==> src/rtl/hit_reaction_ctrl.sv <==
// hit_reaction_ctrl: hit/block stun FSM with health and invulnerability; define GUARD_METER_EN for a regenerating guard meter
module hit_reaction_ctrl #(
  parameter int MAX_HEALTH         = 3,
  parameter int HITSTUN_FRAMES     = 20,
  parameter int BLOCKSTUN_FRAMES   = 10,
  parameter int INVULN_FRAMES      = 30,
  parameter int GUARD_MAX          = 3,
  parameter int GUARD_REGEN_FRAMES = 60
) (
  input  logic       clk,
  input  logic       rst_n,
  input  logic       frame_tick,
  input  logic       round_start,
  input  logic       got_hit,
  input  logic       got_blocked,
  output logic [2:0] health,
  output logic       hurtbox_enable,
  output logic       in_hitstun,
  output logic       in_blockstun,
  output logic       ko,
  output logic       hit_pulse,
  output logic       block_pulse,
  output logic [1:0] guard_level
);
  typedef enum logic [2:0] {IDLE, HITSTUN, BLOCKSTUN, INVULN, KO} state_t;
  localparam logic [2:0] HMAX = 3'(MAX_HEALTH);
  localparam logic [7:0] HS = 8'(HITSTUN_FRAMES);
  localparam logic [7:0] BS = 8'(BLOCKSTUN_FRAMES);
  localparam logic [7:0] IV = 8'(INVULN_FRAMES);
  if (MAX_HEALTH < 1 || MAX_HEALTH > 7 || HITSTUN_FRAMES < 1 || HITSTUN_FRAMES > 255 ||
      BLOCKSTUN_FRAMES < 1 || BLOCKSTUN_FRAMES > 255 || INVULN_FRAMES < 1 || INVULN_FRAMES > 255 ||
      GUARD_MAX < 1 || GUARD_MAX > 3 || GUARD_REGEN_FRAMES < 1 || GUARD_REGEN_FRAMES > 255) begin : g_bad_param
    $error("hit_reaction_ctrl: parameter out of range");
  end
  state_t     state_q, state_d;
  logic [7:0] cnt_q, cnt_d;
  logic [2:0] health_q, health_d;
  logic       hit_prev_q, blk_prev_q;
  logic       hit_pulse_q, hit_pulse_d, block_pulse_q, block_pulse_d;
  logic       hit_ev, blk_ev, can_react, brk, brk_ev, take_hit, take_blk;
  assign hit_ev    = got_hit & ~hit_prev_q;
  assign blk_ev    = got_blocked & ~blk_prev_q;
  assign can_react = state_q == IDLE || state_q == BLOCKSTUN;
  assign brk_ev    = can_react & blk_ev & ~hit_ev & brk;
  assign take_hit  = can_react & hit_ev | brk_ev;
  assign take_blk  = can_react & blk_ev & ~hit_ev & ~brk;
`ifdef GUARD_METER_EN
  localparam logic [1:0] GMAX = 2'(GUARD_MAX);
  localparam logic [7:0] RG   = 8'(GUARD_REGEN_FRAMES - 1);
  logic [1:0] guard_q, guard_d;
  logic [7:0] regen_q, regen_d;
  assign brk = guard_q == 2'd1;
  always_comb begin
    guard_d = guard_q;
    regen_d = '0;
    if (round_start || brk_ev) guard_d = GMAX;
    else if (take_blk) guard_d = guard_q - 2'd1;
    else if (state_q == IDLE && !take_hit) begin
      regen_d = (frame_tick && regen_q == RG) ? 8'd0 : regen_q + {7'd0, frame_tick};
      guard_d = (frame_tick && regen_q == RG && guard_q != GMAX) ? guard_q + 2'd1 : guard_q;
    end
  end
  always_ff @(posedge clk or negedge rst_n)
    if (!rst_n) begin
      guard_q <= GMAX;
      regen_q <= '0;
    end else begin
      guard_q <= guard_d;
      regen_q <= regen_d;
    end
  assign guard_level = guard_q;
`else
  assign brk         = 1'b0;
  assign guard_level = 2'd0;
`endif
  always_comb begin
    state_d       = state_q;
    cnt_d         = cnt_q;
    health_d      = health_q;
    hit_pulse_d   = 1'b0;
    block_pulse_d = 1'b0;
    if (round_start) begin
      state_d  = IDLE;
      cnt_d    = '0;
      health_d = HMAX;
    end else if (take_hit) begin
      health_d    = health_q - {2'd0, health_q != 3'd0};
      hit_pulse_d = 1'b1;
      state_d     = health_d == 3'd0 ? KO : HITSTUN;
      cnt_d       = health_d == 3'd0 ? 8'd0 : HS;
    end else if (take_blk) begin
      block_pulse_d = 1'b1;
      state_d       = BLOCKSTUN;
      cnt_d         = BS;
    end else if (frame_tick && cnt_q != 8'd0) begin
      state_d = cnt_q != 8'd1 ? state_q : state_q == HITSTUN ? INVULN : IDLE;
      cnt_d   = cnt_q != 8'd1 ? cnt_q - 8'd1 : state_q == HITSTUN ? IV : 8'd0;
    end
  end
  always_ff @(posedge clk or negedge rst_n)
    if (!rst_n) begin
      state_q       <= IDLE;
      cnt_q         <= '0;
      health_q      <= HMAX;
      hit_prev_q    <= 1'b0;
      blk_prev_q    <= 1'b0;
      hit_pulse_q   <= 1'b0;
      block_pulse_q <= 1'b0;
    end else begin
      state_q       <= state_d;
      cnt_q         <= cnt_d;
      health_q      <= health_d;
      hit_prev_q    <= got_hit;
      blk_prev_q    <= got_blocked;
      hit_pulse_q   <= hit_pulse_d;
      block_pulse_q <= block_pulse_d;
    end
  assign health         = health_q;
  assign hurtbox_enable = can_react;
  assign in_hitstun     = state_q == HITSTUN;
  assign in_blockstun   = state_q == BLOCKSTUN;
  assign ko             = state_q == KO;
  assign hit_pulse      = hit_pulse_q;
  assign block_pulse    = block_pulse_q;
endmodule

==> config.mk <==
export PLATFORM = sky130hd
export DESIGN_NAME = hit_reaction_ctrl
export DESIGN_NICKNAME = d
export VERILOG_FILES = /design/src/rtl/hit_reaction_ctrl.sv
export SDC_FILE = /design/constraint.sdc
export NUM_CORES = 1
export LEC_CHECK = 0
export ABC_CLOCK_PERIOD_IN_PS = 5400
export BUFFER_PORTS_ARGS = -buffer_cell sky130_fd_sc_hd__buf_2
export CORE_MARGIN = 1
export CORE_UTILIZATION = 46
export CTS_BUF_LIST = sky130_fd_sc_hd__clkbuf_8
export DETAILED_ROUTE_END_ITERATION = 12
export PLACE_DENSITY = 0.64
export SLEW_MARGIN = 25
export SYNTH_ARGS = -nofsm -noshare
export SYNTH_HDL_FRONTEND = slang
export SYNTH_SLANG_ARGS = --single-unit
==> constraint.sdc <==
create_clock -name clk -period 5.4 [get_ports clk]
set_input_delay 0.81 -clock clk [delete_from_list [all_inputs] [get_ports clk]]
set_output_delay 0.81 -clock clk [all_outputs]
set_load 0.03 [all_outputs]
==> flow_summary_export.csv <==
group,metric,value,unit
run_status,status,"complete, no violations",
critical_path,timing_worst_setup_path_type,"input pin to flip-flop",
pwr,combPwrFrac,0.515,
floorplanning,num_io_pins,17,
cts,cts-buffers-inserted,3,
cts,cts_setup_buffers,0,
cells_and_area,antenna_cells,0,
routing,vias_per_cell,5.953,
synth,synth_seq_area_share,0.3827,
routing,avgRoutedWirePerCell,15.25,microns
synth,synthFlopType,"dfrtp_1",
critical_path,crit_required,5.57,ns
critical_path,r2r_start,"health[2]",
routing,antenna_left,0,
synth,synth_cells,125,
critical_path,reg2regPathDepth,7,
critical_path,endpoint,"state_q[0]",
global_route,antenna_found_initial,0,
global_route,gr-usage-all-layers,0.2107,
cells_and_area,area_delta_synth_final,10.68,%
critical_path,crit_path_max_fanout,12,
routing,via_count,1006,
synth,syn_area,0.001184,sq mm
pwr,switching_share,0.4455,
sta,fmax,460.1,MHz
hold_path,holdCritPathClass,"input pin to async pin",
global_route,grt_max_degree,19,
pwr,ir_worst_vdd,0.2899,mV
synth,async_reset_ff_frac,1.000,
place,portBuffers,14,
cts,cts_tree,"built",
synth,ys_seq_elements,18,
critical_path,crit_start,"got_hit",
cts,root_buffer,"clkbuf_8",
sta,fin_crit_sh,0.4025,
pwr,power.clock.fraction,0.154,
place,hpwl,1988,microns
synth,ys_warn_count,0,
sta,slew_headroom,0.4559,
pwr,p_switching,0.2800,mW
synth,synth_top_cell_by_area,"dfrtp_1",
floorplanning,dieHeight,52.73,microns
place,place_congestion,0.8254,
cts,hold_buffers,0,
floorplanning,die-width,52.73,microns
flow_run,drv_cap,0,
critical_path,start_kind,"input pin",
cells_and_area,num-fill-cells,230,
cts,clk_path_buf_depth,2,
global_route,gr-total-overflow,0,
sta,max_slew.worst_pin.slew,0.8048,ns
synth,synth_top_area_share,0.3383,
routing,wl,2577,microns
sta,finalMaxSlewViolations,0,
cts,cts_num_sinks,18,
routing,remaining_drc_errors,0,
floorplanning,rows,18,
critical_path,r2r_end,"state_q[0]",
pwr,p_leak,0.5944,nW
critical_path,r2r_setup_slack,3.28,ns
cts,cts.repair.resized,0,
critical_path,cp.arrival,2.34,ns
floorplanning,start_util,0.4822,
sta,hold_violations,0,
pwr,p_int,0.3485,mW
synth,synthDistinctLibCells,45,
sta,fin_crit,2.173,ns
global_route,grt_pass1_wl,4284,microns
routing,firstDrtPassIters,4,
sta,rsz0062_at_grt,"no",
sta,setup_viol,0,
sta,finalSetupTns,0,ns
cts,insertion_delay,0.25,ns
synth,avgSynthCellArea,9.469,sq um
cells_and_area,layout.nets,151,
global_route,grt_pass1_vias,949,
cells_and_area,layout-drive-gt1-share,0.1871,
sta,fin_skew,0.002689,ns
floorplanning,dieArea,0.002780,sq mm
pwr,finalPower,0.6285,mW
critical_path,cp-end-kind,"flip-flop",
synth,synth-edff-count,0,
pwr,seq_power_share,0.331,
pwr,p_per_area,479.8,mW/mm^2
routing,drtIter0Drc,15,
cts,htree_levels,1,
floorplanning,core_area,0.002455,sq mm
cts,clkSlewWorstSetupHoldPaths,0.07,ns
synth,synth.area.top_cells,"dfrtp_1, ha_1, dfstp_2, nor2_1, o211ai_1",
==> cells in the final DEF (no fill, tap or decap), types with 2 or more instances in the layout <==
master | Yosys | routed
ha_1 | 5 | 5
nand3_1 | 6 | 6
a211o_1 | 3 | 3
clkbuf_8 | 0 | 3
buf_2 | 1 | 14
nor2_1 | 11 | 11
nand4_1 | 4 | 4
conb_1 | 1 | 2
nand2_1 | 9 | 9
o31ai_1 | 2 | 2
inv_1 | 7 | 8
and2_1 | 5 | 5
nor4b_1 | 3 | 3
dfstp_2 | 2 | 2
mux2i_1 | 2 | 2
nor3_1 | 6 | 6
nor3b_1 | 2 | 2
o211ai_1 | 5 | 5
a311oi_1 | 2 | 2
o21ai_0 | 4 | 4
dfrtp_1 | 16 | 16
a31oi_1 | 3 | 3
nand2b_1 | 2 | 2
==> Yosys cell counts (all sizes together), types with 3 or more instances <==
library cell,instances
dfrtp,16
nor2,11
nand2,9
inv,7
nand3,7
nor3,6
and2,5
ha,5
o211ai,5
buf,4
nand4,4
o21ai,4
a211o,3
a31oi,3
nor4b,3
==> per-stage QoR <==
| stage | hold slack [ns] | util | setup slack, ns | instance area (sq um) | cells |
|---|---|---|---|---|---|
| floorplan | 0.5144 | - | 3.304 | 1187 | 126 |
| global placement | 0.5647 | 0.5133 | 2.845 | 1260 | 165 |
| detailed placement | 0.5826 | 0.5133 | 2.721 | 1260 | 165 |
| CTS | 0.4984 | 0.5316 | 2.981 | 1305 | 169 |
| global route | 0.5174 | 0.5336 | 3.081 | 1310 | 169 |
| finish | 0.4825 | 0.5336 | 3.227 | 1310 | 169 |
==> sequential cells by signal, summed over array words and instances, names as in the netlist <==
name	count
blk_prev_q	1
cnt_q	8
state_q	3
block_pulse	1
hit_pulse	1
health	3
hit_prev_q	1
==> power by group through the flow <==
stage | combinational (mW) | sequential (mW) | clock [mW]
3_3_place_gp | 0.320 | 0.208 | 0
4_1_cts | 0.322 | 0.207 | 0.0984
3_5_place_dp | 0.321 | 0.210 | 0
5_1_grt | 0.360 | 0.214 | 0.101
6_report | 0.323 | 0.208 | 0.0970
2_1_floorplan | 0.271 | 0.197 | 0
==> cell families after synthesis <==
kind of cell / synth area share
AO/OA/AOI/OAI: 0.1956
XOR/XNOR: 0.01480
adder cells (fa/ha/maj): 0.05285
buffers and inverters: 0.05179
flip-flops: 0.3827
multiplexers: 0.01691
other: 0.003168
AND/OR/NAND/NOR: 0.2822
==> layout make-up <==
cell class	count	area, sq um	area share
multi-input cells	96	678.2	0.5177
flip-flops and latches	18	452.9	0.3457
repair buffers	14	70.07	0.05349
clock buffers	3	41.29	0.03152
well taps	30	37.54	0.02865
inverters	7	26.28	0.02006
clock inverters	1	3.754	0.002865
==> worst max-delay path, stage by stage <==
cell      delay (ns)
buf_2           0.10
nor4b_1         0.66
a211oi_2        0.27
a221o_1         0.34
o21ai_0         0.16
==> worst min-delay path by stage <==
stage	to	slack, ns	depth (start not counted)
finish	cnt_q[7]	0.48	1
global route	state_q[0]	0.52	1
CTS	cnt_q[7]	0.50	1
detailed placement	cnt_q[0]	0.58	1
global placement	cnt_q[0]	0.56	1
floorplan	blk_prev_q	0.51	0
==> routing by layer <==
layer	part of all wire	up-vias	GRT usage	routed length, microns
met5	0	-	0	0
met4	0.0039	0	0.05263	10
met3	0.038	2	0.01739	98
met2	0.50	25	0.3734	1279
met1	0.46	480	0.2718	1189
li1	-	499	-	-
No activity file was read; power rests on OpenSTA's default activity.
